### config.mk
export PLATFORM = sky130hd
export DESIGN_NAME = pam_4_slicer_deser
export DESIGN_NICKNAME = d
export VERILOG_FILES = /design/src/rtl/pam_4_slicer_deser.sv
export SDC_FILE = /design/constraint.sdc
export NUM_CORES = 1
export LEC_CHECK = 0
export BUFFER_PORTS_ARGS = -buffer_cell sky130_fd_sc_hd__buf_2
export CORE_ASPECT_RATIO = 0.75
export CORE_MARGIN = 5
export CORE_UTILIZATION = 48
export CTS_CLUSTER_DIAMETER = 80
export CTS_CLUSTER_SIZE = 14
export DETAILED_ROUTE_END_ITERATION = 10
export GPL_ROUTABILITY_DRIVEN = 1
export PLACE_DENSITY = 0.74
export SLEW_MARGIN = 40
export SYNTH_ARGS = -nofsm -noshare
export SYNTH_HDL_FRONTEND = slang
export SYNTH_SLANG_ARGS = --single-unit
export TNS_END_PERCENT = 50
### constraint.sdc
create_clock -name clk -period 1.6 [get_ports clk]
set_input_delay 0.08 -clock clk [delete_from_list [all_inputs] [get_ports clk]]
set_output_delay 0.08 -clock clk [all_outputs]
set_load 0.02 [all_outputs]
### src/rtl/pam_4_slicer_deser.sv
`default_nettype none
// ============================================================================
// Module      : pam_4_slicer_deser
// Description : PAM-4 receive slicer, symbol-to-word packer and one-entry
//               valid/ready output buffer with outlier and drop statistics.
// Revision    : 1.0 - initial release
// ============================================================================

module pam_4_slicer_deser #(
   parameter int SIGNAL_RESOLUTION = 10,
   parameter int SYMBOL_SEPERATION = 56,
   parameter int WORD_SYMBOLS      = 4,
   parameter int OUTLIER_THRESH    = 140
) (
   input  logic                                clk,
   input  logic                                rstn,
   input  logic signed [SIGNAL_RESOLUTION-1:0] voltage_level_in,
   input  logic                                voltage_level_in_valid,
   input  logic                                realign,
   output logic [1:0]                          symbol_out,
   output logic                                symbol_out_valid,
   output logic [2*WORD_SYMBOLS-1:0]           word_out,
   output logic                                word_out_valid,
   input  logic                                word_out_ready,
   output logic                                overflow,
   output logic [15:0]                         outlier_count,
   input  logic                                stats_clear
);

   localparam int WW = 2 * WORD_SYMBOLS;
   localparam int CW = $clog2(WORD_SYMBOLS + 1);

   localparam logic signed [SIGNAL_RESOLUTION-1:0] C_POS_SEP =
      SIGNAL_RESOLUTION'(SYMBOL_SEPERATION);
   localparam logic signed [SIGNAL_RESOLUTION-1:0] C_NEG_SEP =
      SIGNAL_RESOLUTION'(-SYMBOL_SEPERATION);
   localparam logic signed [SIGNAL_RESOLUTION-1:0] C_POS_OT  =
      SIGNAL_RESOLUTION'(OUTLIER_THRESH);
   localparam logic signed [SIGNAL_RESOLUTION-1:0] C_NEG_OT  =
      SIGNAL_RESOLUTION'(-OUTLIER_THRESH);
   localparam logic [CW-1:0] C_LAST_IDX = CW'(WORD_SYMBOLS - 1);

   typedef enum logic [0:0] {
      ST_EMPTY = 1'b0,
      ST_FULL  = 1'b1
   } buf_state_t;

   // ------------------------------------------------------------------------
   // Stage 1: slicer and outlier statistics
   // ------------------------------------------------------------------------
   logic [1:0]  slice_sym;
   logic        is_outlier;
   logic [1:0]  sym_q, sym_d;
   logic        sym_valid_q, sym_valid_d;
   logic [15:0] outlier_q, outlier_d;

   // Exact threshold values fall into the upper symbol.
   always_comb begin
      slice_sym = 2'b00;
      if (voltage_level_in >= C_POS_SEP) begin
         slice_sym = 2'b11;
      end else if (!voltage_level_in[SIGNAL_RESOLUTION-1]) begin
         slice_sym = 2'b10;
      end else if (voltage_level_in >= C_NEG_SEP) begin
         slice_sym = 2'b01;
      end
   end

   assign is_outlier = (voltage_level_in >= C_POS_OT) ||
                       (voltage_level_in <= C_NEG_OT);

   always_comb begin
      sym_d       = sym_q;
      sym_valid_d = 1'b0;
      outlier_d   = outlier_q;
      if (voltage_level_in_valid) begin
         sym_d       = slice_sym;
         sym_valid_d = 1'b1;
      end
      if (stats_clear) begin
         outlier_d = '0;
      end else if (voltage_level_in_valid && is_outlier &&
                   (outlier_q != 16'hFFFF)) begin
         outlier_d = outlier_q + 16'd1;
      end
   end

   always_ff @(posedge clk) begin
      if (!rstn) begin
         sym_q       <= '0;
         sym_valid_q <= 1'b0;
         outlier_q   <= '0;
      end else begin
         sym_q       <= sym_d;
         sym_valid_q <= sym_valid_d;
         outlier_q   <= outlier_d;
      end
   end

   assign symbol_out       = sym_q;
   assign symbol_out_valid = sym_valid_q;
   assign outlier_count    = outlier_q;

   // ------------------------------------------------------------------------
   // Stage 2: packer; completed words are registered before the buffer
   // ------------------------------------------------------------------------
   logic [WW-1:0] shift_q, shift_d;
   logic [CW-1:0] cnt_q, cnt_d;
   logic          done_q, done_d;
   logic [WW-1:0] done_word_q, done_word_d;
   logic [WW-1:0] shift_base;
   logic [CW-1:0] cnt_base;
   logic [WW-1:0] shift_next;

   // realign wipes the partial word first, so a coincident symbol starts the new word.
   always_comb begin
      shift_base  = realign ? '0 : shift_q;
      cnt_base    = realign ? '0 : cnt_q;
      shift_next  = {shift_base[WW-3:0], sym_q};
      shift_d     = shift_base;
      cnt_d       = cnt_base;
      done_d      = 1'b0;
      done_word_d = done_word_q;
      if (sym_valid_q) begin
         if (cnt_base == C_LAST_IDX) begin
            done_d      = 1'b1;
            done_word_d = shift_next;
            shift_d     = '0;
            cnt_d       = '0;
         end else begin
            shift_d = shift_next;
            cnt_d   = cnt_base + CW'(1);
         end
      end
   end

   always_ff @(posedge clk) begin
      if (!rstn) begin
         shift_q     <= '0;
         cnt_q       <= '0;
         done_q      <= 1'b0;
         done_word_q <= '0;
      end else begin
         shift_q     <= shift_d;
         cnt_q       <= cnt_d;
         done_q      <= done_d;
         done_word_q <= done_word_d;
      end
   end

   // ------------------------------------------------------------------------
   // Output buffer
   // ------------------------------------------------------------------------
   buf_state_t    state_q, state_d;
   logic [WW-1:0] word_q, word_d;
   logic          overflow_q, overflow_d;

   always_ff @(posedge clk) begin
      if (!rstn) begin
         state_q    <= ST_EMPTY;
         word_q     <= '0;
         overflow_q <= 1'b0;
      end else begin
         state_q    <= state_d;
         word_q     <= word_d;
         overflow_q <= overflow_d;
      end
   end

   always_comb begin
      state_d    = state_q;
      word_d     = word_q;
      overflow_d = overflow_q;
      case (state_q)
         ST_EMPTY: begin
            if (done_q) begin
               word_d  = done_word_q;
               state_d = ST_FULL;
            end
         end
         ST_FULL: begin
            if (done_q) begin
               // A stalled consumer keeps the held word; the new one is lost.
               if (word_out_ready) begin
                  word_d = done_word_q;
               end else begin
                  overflow_d = 1'b1;
               end
            end else if (word_out_ready) begin
               state_d = ST_EMPTY;
            end
         end
         default: begin
            state_d = ST_EMPTY;
         end
      endcase
      if (stats_clear) begin
         overflow_d = 1'b0;
      end
   end

   assign word_out       = word_q;
   assign word_out_valid = (state_q == ST_FULL);
   assign overflow       = overflow_q;

endmodule

`default_nettype wire
==> impl_metrics.env, run 1 <==
export IMPL_std_cell_rows=21
export IMPL_antenna_found_initial=0
export IMPL_synth_seq_cells=47
export IMPL_worstSetupEndpointType="register"
export IMPL_cp_arrival_ns=1.81
export IMPL_synth_distinct_cells=43
export IMPL_grtUsageMet1=0.233
export IMPL_grt_pass1_wl_um=7770
export IMPL_synth_nets=249
export IMPL_hold_viol=0
export IMPL_ys_flop_type="dfxtp_1"
export IMPL_gr_total_overflow=0
export IMPL_die_w_um=87.3
export IMPL_reg2regPathDepth=6
export IMPL_netlist_area_mm2=0.00215
export IMPL_hold_buffers=0
export IMPL_clock_latency_ns=0.30
export IMPL_die_h_um=67.9
export IMPL_finalNetCount=314
export IMPL_whs_path_depth=2
export IMPL_htree_levels=2
export IMPL_cts_root_buf="clkbuf_8"
export IMPL_path_class="register to register"
export IMPL_finalWeightedCongestion=0.865
export IMPL_dr_total_vias=1901
export IMPL_grtUsageTotal=0.166
export IMPL_coreArea_mm2=0.00439
export IMPL_syn_to_final_growth_pct=28.7
export IMPL_yosysTopAreaCell="dfxtp_1"
export IMPL_final_period_utilization=0.988
export IMPL_clock_path_buffers=2
export IMPL_p_per_area_mw_per_mm2=848
export IMPL_final_setup_tns_ns=0
export IMPL_status="complete, no violations"
export IMPL_final_antenna_net_count=0
export IMPL_final_cells=354
export IMPL_initial_utilization=0.490
export IMPL_cts_sinks=47
export IMPL_clock_skew_ns=0.00682
export IMPL_vias_per_cell=5.37
export IMPL_setup_viol=0
export IMPL_firstDrtPassIters=6
export IMPL_yosysWarnings=0
export IMPL_antenna_cells=0
export IMPL_dp_slack_ns=0.00116
export IMPL_whs_ns=0.0583
export IMPL_synth_top_area_frac=0.438
export IMPL_fin_crit_ns=1.58
export IMPL_avgRoutedWirePerCell_um=13.5
export IMPL_top_usage_layer="met2"
export IMPL_synth_top_cells_by_count="47 x dfxtp_1, 24 x nand2_1, 17 x nor2b_1, 16 x mux2i_1, 13 x a21oi_1"
export IMPL_ios=45
export IMPL_ir_drop_v=0.000384
export IMPL_p_total_mw=2.35
export IMPL_synth_area_leaders="dfxtp_1 44%, mux2i_1 7.5%, nor2b_1 5.0%, nand2_1 4.2%, a21oi_1 3.0%"
export IMPL_p_leak_nw=1.16
export IMPL_relSlewSlack=0.741
export IMPL_routed_wl_um=4790
export IMPL_fmaxAchievable_ghz=0.632
export IMPL_cts_setup_buffers=0
export IMPL_cts_tree="built"
export IMPL_die_area_mm2=0.00593
export IMPL_drtIter0Drc=75
export IMPL_hold_class="primary input to register"
export IMPL_dpl_cell_count=346
export IMPL_required_ns=1.83
export IMPL_fin_ws_ns=0.0186
export IMPL_path_clk_slew_ns=0.08
export IMPL_async_flop_share=0
export IMPL_maxSlewViolCount=0
export IMPL_grt_max_degree=27
export IMPL_avgSynthCellArea_um2=9.30
export IMPL_seq_area_frac_synth=0.438
export IMPL_yosysMostFrequentCell="dfxtp_1"
export IMPL_synth_edff_count=0
export IMPL_drc=0
export IMPL_grt_pass1_vias=1644
export IMPL_cap_violations=0
export IMPL_use_met2=0.254
export IMPL_gr_usage_met3=0.0349
export IMPL_worstSetupStartpointType="register"
export IMPL_syn_inst=231
export IMPL_layout_drive_gt1_share=0.327
export IMPL_cts_made_buffers=5
export IMPL_crit_fanout=16
export IMPL_place_hpwl_um=3620
export IMPL_tightest_slew_ns=0.385
export IMPL_numPortBuffers=44
## worst paths after layout
kind,from,endpoint,slack (ns)
setup / recovery,outlier_count[1]$_SDFFE_PP0P_,outlier_count[11]$_SDFFE_PP0P_,0.02
hold / removal,voltage_level_in_valid,symbol_out_valid$_SDFF_PN0_,0.06
setup reg to reg,outlier_count[1]$_SDFFE_PP0P_,outlier_count[11]$_SDFFE_PP0P_,0.02
hold reg to reg,done_word_q[0]$_SDFFE_PN0P_,done_word_q[0]$_SDFFE_PN0P_,0.47
## layout by cell type, fill, tap and decap left out, types with 2 or more instances in the layout
master     count
nor2b_1       16
and4_4         2
a21oi_2        2
nor3_1         5
dfxtp_1       44
a21boi_0       8
a31oi_1        3
or3_1          5
o21ai_0        7
nand4_1        6
a21oi_1       11
xor2_1         2
bufinv_16      2
buf_2         44
nor2_1         8
o31ai_1        6
nand3b_1       7
buf_4         22
nand2b_1       6
inv_1          2
nor3b_1        2
nand3_1        7
and2_1         3
mux2i_1       16
clkbuf_8       5
dfxtp_2        3
nand2_1       23
or4_1          5
## cells by family after synthesis
logic type                 share of synthesized area
AOI/OAI and AO/OA                              0.143
xor gates and xnor gates                     0.00816
adders and majority gates                     0.0116
buffers and inverters                         0.0245
DFF                                            0.438
muxes                                         0.0745
and+or+nand+nor                                0.301
## power by group
group,switching (mW),internal [mW]
clock,0.387,0.624
sequential,0.00758,1.18
combinational,0.0868,0.0624
## worst max-delay path: stages, from the launching register on
cell and delay, ns:
dfxtp_2 0.34, ha_2 0.19, nand2_2 0.14, nor3_4 0.06, buf_12 0.14, or4_1 0.50
a21oi_2 0.15
## per-stage QoR
stage          area (um2)  utilization
2_1_floorplan        2150            -
3_3_place_gp         2580        0.589
3_5_place_dp         2580        0.589
4_1_cts              2720        0.619
5_1_grt              2770        0.630
6_report             2770        0.630
## cell type report
class	count	area [um2]
clock buffer	6	72.6
clock inverter	2	60.1
fill	365	1620
inverter	2	7.51
multi-input combinational	173	1200
sequential	47	945
tap	57	71.3
timing repair buffer	67	405
## what timing repair did
item	4_1_cts	5_1_grt
endpoints found under the setup margin	2	9
endpoints found under the hold margin	0	0
resized for setup	1	13
pin swaps	1	2
## sequential cells by signal, indices dropped and copies added, names as in the netlist
signal / flops
overflow: 1
word_out: 8
word_out_valid: 1
done_q: 1
cnt_q: 3
symbol_out_valid: 1
done_word_q: 8
symbol_out: 2
outlier_count: 16
shift_q: 6
## layer usage
layer  part of all wire  vias up
met5                  0        -
met1               0.47      862
met4              0.014        0
met2               0.44       64
met3              0.074        6
li1                   -      969
Note: power is estimated with default switching activity, not from simulation.
==> inputs of run 2 (changes only) <==
--- a/config.mk
+++ b/config.mk
@@ -13,6 +13,7 @@
 export CTS_CLUSTER_SIZE = 14
 export DETAILED_ROUTE_END_ITERATION = 10
 export GPL_ROUTABILITY_DRIVEN = 1
+export MAX_ROUTING_LAYER = met4
 export PLACE_DENSITY = 0.74
 export SLEW_MARGIN = 40
 export SYNTH_ARGS = -nofsm -noshare
==> run 2 against run 1 <==
Net effect:
- die area did not move
- design area did not move
- sequential power hardly changed
- setup slack better by 0.00094 ns
==> impl_metrics.env, run 2 (same netlist as run 1, synthesis figures left out) <==
export IMPL_layout_drive_gt1_share=0.327
export IMPL_cts_tree="built"
export IMPL_antenna_cells=0
export IMPL_final_setup_tns_ns=0
export IMPL_drc=0
export IMPL_gr_usage_met3=0.0313
export IMPL_fin_util=0.630
export IMPL_r2r_slack_ns=0.02
export IMPL_cts_setup_buffers=0
export IMPL_path_class="register to register"
export IMPL_finalWeightedCongestion=0.879
export IMPL_grt_pass1_wl_um=7760
export IMPL_worstHoldStart="voltage_level_in_valid"
export IMPL_fmaxAchievable_ghz=0.633
export IMPL_fin_crit_ns=1.58
export IMPL_p_leak_nw=1.16
export IMPL_fin_ws_ns=0.0196
export IMPL_grtUsageMet1=0.235
export IMPL_grt_max_degree=27
export IMPL_die_h_um=67.9
export IMPL_final_antenna_net_count=0
export IMPL_cts_made_buffers=5
export IMPL_maxSlewViolCount=0
export IMPL_final_period_utilization=0.988
export IMPL_place_hpwl_um=3620
export IMPL_status="complete, no violations"
export IMPL_use_met2=0.254
export IMPL_cts_sinks=47
export IMPL_cp_top_family="simple AND/OR/NAND/NOR gates"
export IMPL_crit_path_top_delay_cell="or4_1"
export IMPL_tightest_slew_ns=0.385
export IMPL_slowest_delay_ns=0.50
export IMPL_top_usage_layer="met2"
export IMPL_critPathBufInv=1
export IMPL_firstDrtPassIters=4
export IMPL_grtUsageTotal=0.171
export IMPL_cap_violations=0
export IMPL_gr_total_overflow=0
export IMPL_clock_path_buffers=2
export IMPL_hold_class="primary input to register"
export IMPL_dr_total_vias=1893
export IMPL_relSlewSlack=0.741
export IMPL_vias_per_cell=5.35
export IMPL_n_fill_cell=365
export IMPL_avgRoutedWirePerCell_um=13.5
export IMPL_layout_common_cells="44 x dfxtp_1, 44 x buf_2, 23 x nand2_1, 22 x buf_4"
export IMPL_htree_levels=2
export IMPL_design_area_mm2=0.00277
export IMPL_antenna_found_initial=0
export IMPL_numPortBuffers=44
export IMPL_path_clk_slew_ns=0.08
export IMPL_grt_pass1_vias=1646
export IMPL_clock_latency_ns=0.30
export IMPL_dp_slack_ns=0.00116
export IMPL_ir_drop_v=0.000384
export IMPL_placed_area_mm2=0.00258
export IMPL_p_per_area_mw_per_mm2=848
export IMPL_cts_root_buf="clkbuf_8"
export IMPL_worstSetupEndpointType="register"
export IMPL_syn_to_final_growth_pct=28.7
export IMPL_r2r_start="outlier_count[0]$_SDFFE_PP0P_"
export IMPL_routed_wl_um=4780
export IMPL_coreArea_mm2=0.00439
export IMPL_finalNetCount=314
export IMPL_std_cell_rows=21
export IMPL_initial_utilization=0.490
export IMPL_worstSetupStartpointType="register"
export IMPL_hold_viol=0
export IMPL_setup_viol=0
export IMPL_die_w_um=87.3
export IMPL_critical_path_startpoint="outlier_count[0]$_SDFFE_PP0P_"
export IMPL_crit_fanout=16
export IMPL_drtIter0Drc=80
export IMPL_required_ns=1.83
export IMPL_cp_arrival_ns=1.81
export IMPL_die_area_mm2=0.00593
export IMPL_ios=45
export IMPL_clock_skew_ns=0.00608
export IMPL_hold_buffers=0
export IMPL_crit_chain="ha_2 -> nand2_2 -> nor3_4 -> buf_12 -> or4_1 -> a21oi_2"
export IMPL_whs_ns=0.0570
export IMPL_largest_reg_flops=16
-- run 2: per-stage QoR --
stage,std cells,total power [mW]
2_1_floorplan,231,1.30
3_3_place_gp,346,1.36
3_5_place_dp,346,1.36
4_1_cts,354,2.35
5_1_grt,354,2.43
6_report,354,2.35
-- run 2: metal layers --
metal  up-vias  wire length [um]
met3         6               363
met5         -                 0
li1        967                 -
met1       860              2260
met2        60              2090
met4         0                69
-- run 2: power breakdown --
| part | leakage [nW] | switching (mW) | internal, mW |
|---|---|---|---|
| logic | 0.715 | 0.0870 | 0.0624 |
| registers | 0.381 | 0.00762 | 1.18 |
| clock network | 0.0654 | 0.387 | 0.624 |
| total | 1.16 | 0.481 | 1.86 |
-- run 2: what timing repair did --
action                                  4_1_cts  5_1_grt
resized for setup                             1       13
pin swaps                                     1        2
endpoints found under the setup margin        2        9
cloned                                        0        0
-- run 2: final timing paths --
path	to	cells past startpoint
hold reg to reg	done_word_q[0]$_SDFFE_PN0P_	2
hold / removal	symbol_out_valid$_SDFF_PN0_	2
setup reg to reg	outlier_count[11]$_SDFFE_PP0P_	6
setup / recovery	outlier_count[11]$_SDFFE_PP0P_	6
-- run 2: layout make-up --
cell class                      count  area [um2]  share of cell area
Inverter                            2        7.51             0.00271
Sequential cell                    47         945               0.342
Multi-Input combinational cell    173        1200               0.435
Timing Repair Buffer               67         405               0.147
Clock buffer                        6        72.6              0.0262
Tap cell                           57        71.3              0.0258
Clock inverter                      2        60.1              0.0217
-- run 2: worst register-to-register path, cell delays in order, from the launching register on --
cell	delay, ns
dfxtp_2	0.33
ha_2	0.20
nand2_2	0.14
nor3_4	0.07
buf_12	0.14
or4_1	0.50
a21oi_2	0.15
==> inputs of run 3 (changes only) <==
==> constraint.sdc (replaced) <==
create_clock -name clk -period 1.3 [get_ports clk]
set_input_delay 0.065 -clock clk [delete_from_list [all_inputs] [get_ports clk]]
set_output_delay 0.065 -clock clk [all_outputs]
set_load 0.02 [all_outputs]
==> run 3 against run 2 <==
Net effect:
- the run now ends with negative setup slack left
- sequential power increased by 22%
- clock power about the same
- combinational power increased by 62%
- clock skew decreased by 0.0038 ns
- first-iteration DRC count increased by 84%
- sequential cell count unchanged
- design area increased by 14%
- highest routed layer unchanged
- register-to-register slack got worse by 0.28 ns
- final cell count increased by 7.6%
- clock-buffer cell count increased by 1
- via count increased by 9.5%
- critical endpoint is now outlier_count[7]$_SDFFE_PP0P_
- die area unchanged
==> impl_metrics.env, run 3 (same netlist as run 1, synthesis figures left out) <==
export IMPL_dr_total_vias=2072
export IMPL_reg2reg_to="outlier_count[7]$_SDFFE_PP0P_"
export IMPL_final_setup_tns_ns=-2.88
export IMPL_grtUsageTotal=0.193
export IMPL_dp_slack_ns=-0.223
export IMPL_required_ns=1.53
export IMPL_hold_viol=0
export IMPL_firstDrtPassIters=4
export IMPL_finalNetCount=341
export IMPL_layout_drive_gt1_share=0.481
export IMPL_r2r_slack_ns=-0.26
export IMPL_p_leak_nw=1.37
export IMPL_cts_root_buf="clkbuf_8"
export IMPL_routed_wl_um=5700
export IMPL_whs_endpoint="word_out_valid$_SDFF_PN0_"
export IMPL_relSlewSlack=0.736
export IMPL_cts_made_buffers=5
export IMPL_cap_violations=0
export IMPL_cts_sinks=47
export IMPL_hold_class="primary input to register"
export IMPL_reg2regPathDepth=6
export IMPL_whs_ns=0.0780
export IMPL_die_h_um=67.9
export IMPL_setup_viol=16
export IMPL_crit_fanout=4
export IMPL_worstSetupStartpointType="register"
export IMPL_cp_top_family="simple AND/OR/NAND/NOR gates"
export IMPL_avgRoutedWirePerCell_um=15.0
export IMPL_critPathBufInv=1
export IMPL_worstHoldStart="word_out_ready"
export IMPL_drtIter0Drc=147
export IMPL_final_period_utilization=1.20
export IMPL_p_per_area_mw_per_mm2=859
export IMPL_vias_per_cell=5.44
export IMPL_tightest_slew_ns=0.393
export IMPL_cts_tree="built"
export IMPL_die_area_mm2=0.00593
export IMPL_fin_ws_ns=-0.256
export IMPL_path_class="register to register"
export IMPL_grt_pass1_vias=1937
export IMPL_htree_levels=2
export IMPL_violations="negative setup slack"
export IMPL_antenna_found_initial=0
export IMPL_grt_max_degree=28
export IMPL_initial_utilization=0.490
export IMPL_place_hpwl_um=3790
export IMPL_gr_total_overflow=0
export IMPL_finalWeightedCongestion=0.912
export IMPL_clock_skew_ns=0.00228
export IMPL_status="complete, but fails checks"
export IMPL_largest_reg_flops=16
export IMPL_final_common_cell="buf_2"
export IMPL_r2r_start="outlier_count[9]$_SDFFE_PP0P_"
export IMPL_whs_path_depth=3
export IMPL_drc=0
export IMPL_die_w_um=87.3
export IMPL_worstSetupEndpointType="register"
export IMPL_std_cell_rows=21
export IMPL_cp_arrival_ns=1.78
export IMPL_final_cells=381
export IMPL_clock_path_buffers=2
export IMPL_maxSlewViolCount=0
export IMPL_layout_common_cells="44 x buf_2, 42 x buf_4, 32 x dfxtp_1, 22 x nand2_1, 16 x mux2i_1"
export IMPL_crit_chain="and4_4 -> nand4_4 -> buf_4 -> nor3_4 -> or4_1 -> a21oi_1"
export IMPL_final_antenna_net_count=0
export IMPL_numPortBuffers=44
export IMPL_coreArea_mm2=0.00439
export IMPL_ios=45
export IMPL_fin_util=0.720
export IMPL_rsz0062_at_grt="yes"
export IMPL_path_clk_slew_ns=0.08
export IMPL_fmaxAchievable_ghz=0.643
export IMPL_ir_drop_v=0.000457
export IMPL_dpl_cell_count=366
export IMPL_grt_pass1_wl_um=8890
export IMPL_clock_latency_ns=0.30
export IMPL_fin_crit_ns=1.56
export IMPL_syn_to_final_growth_pct=47.1
export IMPL_slowest_delay_ns=0.47
export IMPL_crit_path_top_delay_cell="or4_1"
export IMPL_antenna_cells=0
run 3: cell count changes in the layout (fill, tap and decap cells not counted), sizes merged:
| cell | previous run | this run |
|---|---|---|
| buf | 67 | 93 |
| bufinv | 2 | 0 |
| nor3 | 6 | 7 |
| clkbuf | 6 | 7 |
| clkinv | 0 | 1 |
run 3: through the flow:
stage / power [mW] / area (um2)
floorplan: 1.58 / 2250
global placement: 1.70 / 2840
detailed placement: 1.70 / 2840
CTS: 2.72 / 3020
global route: 2.83 / 3160
finish: 2.72 / 3160
run 3: worst min-delay path, cell delays in order:
cell and delay (ns):
buf_2 0.08, nor2b_2 0.04, o21a_1 0.15
run 3: worst max path at each step:
stage,start,endpoint,slack (ns),depth (start not counted)
after floorplan,outlier_count[6]$_SDFFE_PP0P_,outlier_count[15]$_SDFFE_PP0P_,-0.15,5
final,outlier_count[9]$_SDFFE_PP0P_,outlier_count[7]$_SDFFE_PP0P_,-0.26,6
after global routing,outlier_count[9]$_SDFFE_PP0P_,outlier_count[7]$_SDFFE_PP0P_,-0.33,6
after CTS,outlier_count[14]$_SDFFE_PP0P_,outlier_count[14]$_SDFFE_PP0P_,-0.22,6
after global placement,outlier_count[14]$_SDFFE_PP0P_,outlier_count[0]$_SDFFE_PP0P_,-0.16,6
after detailed placement,outlier_count[14]$_SDFFE_PP0P_,outlier_count[14]$_SDFFE_PP0P_,-0.22,6
run 3: final cells by class:
class                   instances  area (um2)
flip-flops and latches         47         985
repair buffers                 93         632
clock buffers                   7         108
clock inverters                 1        5.00
inverters                       2        7.51
fillers                       326        1230
multi-input cells             174        1350
well taps                      57        71.3
run 3: power by group:
part	total, mW	switching, mW	internal, mW
Clock	1.03	0.483	0.545
Sequential	1.45	0.0151	1.43
Combinational	0.241	0.124	0.117
Total	2.72	0.622	2.09
run 3: routing by layer:
metal	GRT usage	wire length, um	vias to the layer above
met2	0.289	2660	66
met3	0.0349	360	10
met1	0.262	2570	970
met4	0.0709	108	0
li1	-	-	1026
met5	-	0	-
run 3: repair_timing:
action / in CTS / in global routing
endpoints found under the setup margin: 24 / 28
gates resized for setup: 10 / 34
gates cloned: 1 / 1
hold buffers: 0 / 0
pin swaps: 6 / 7
setup buffers: 2 / 3
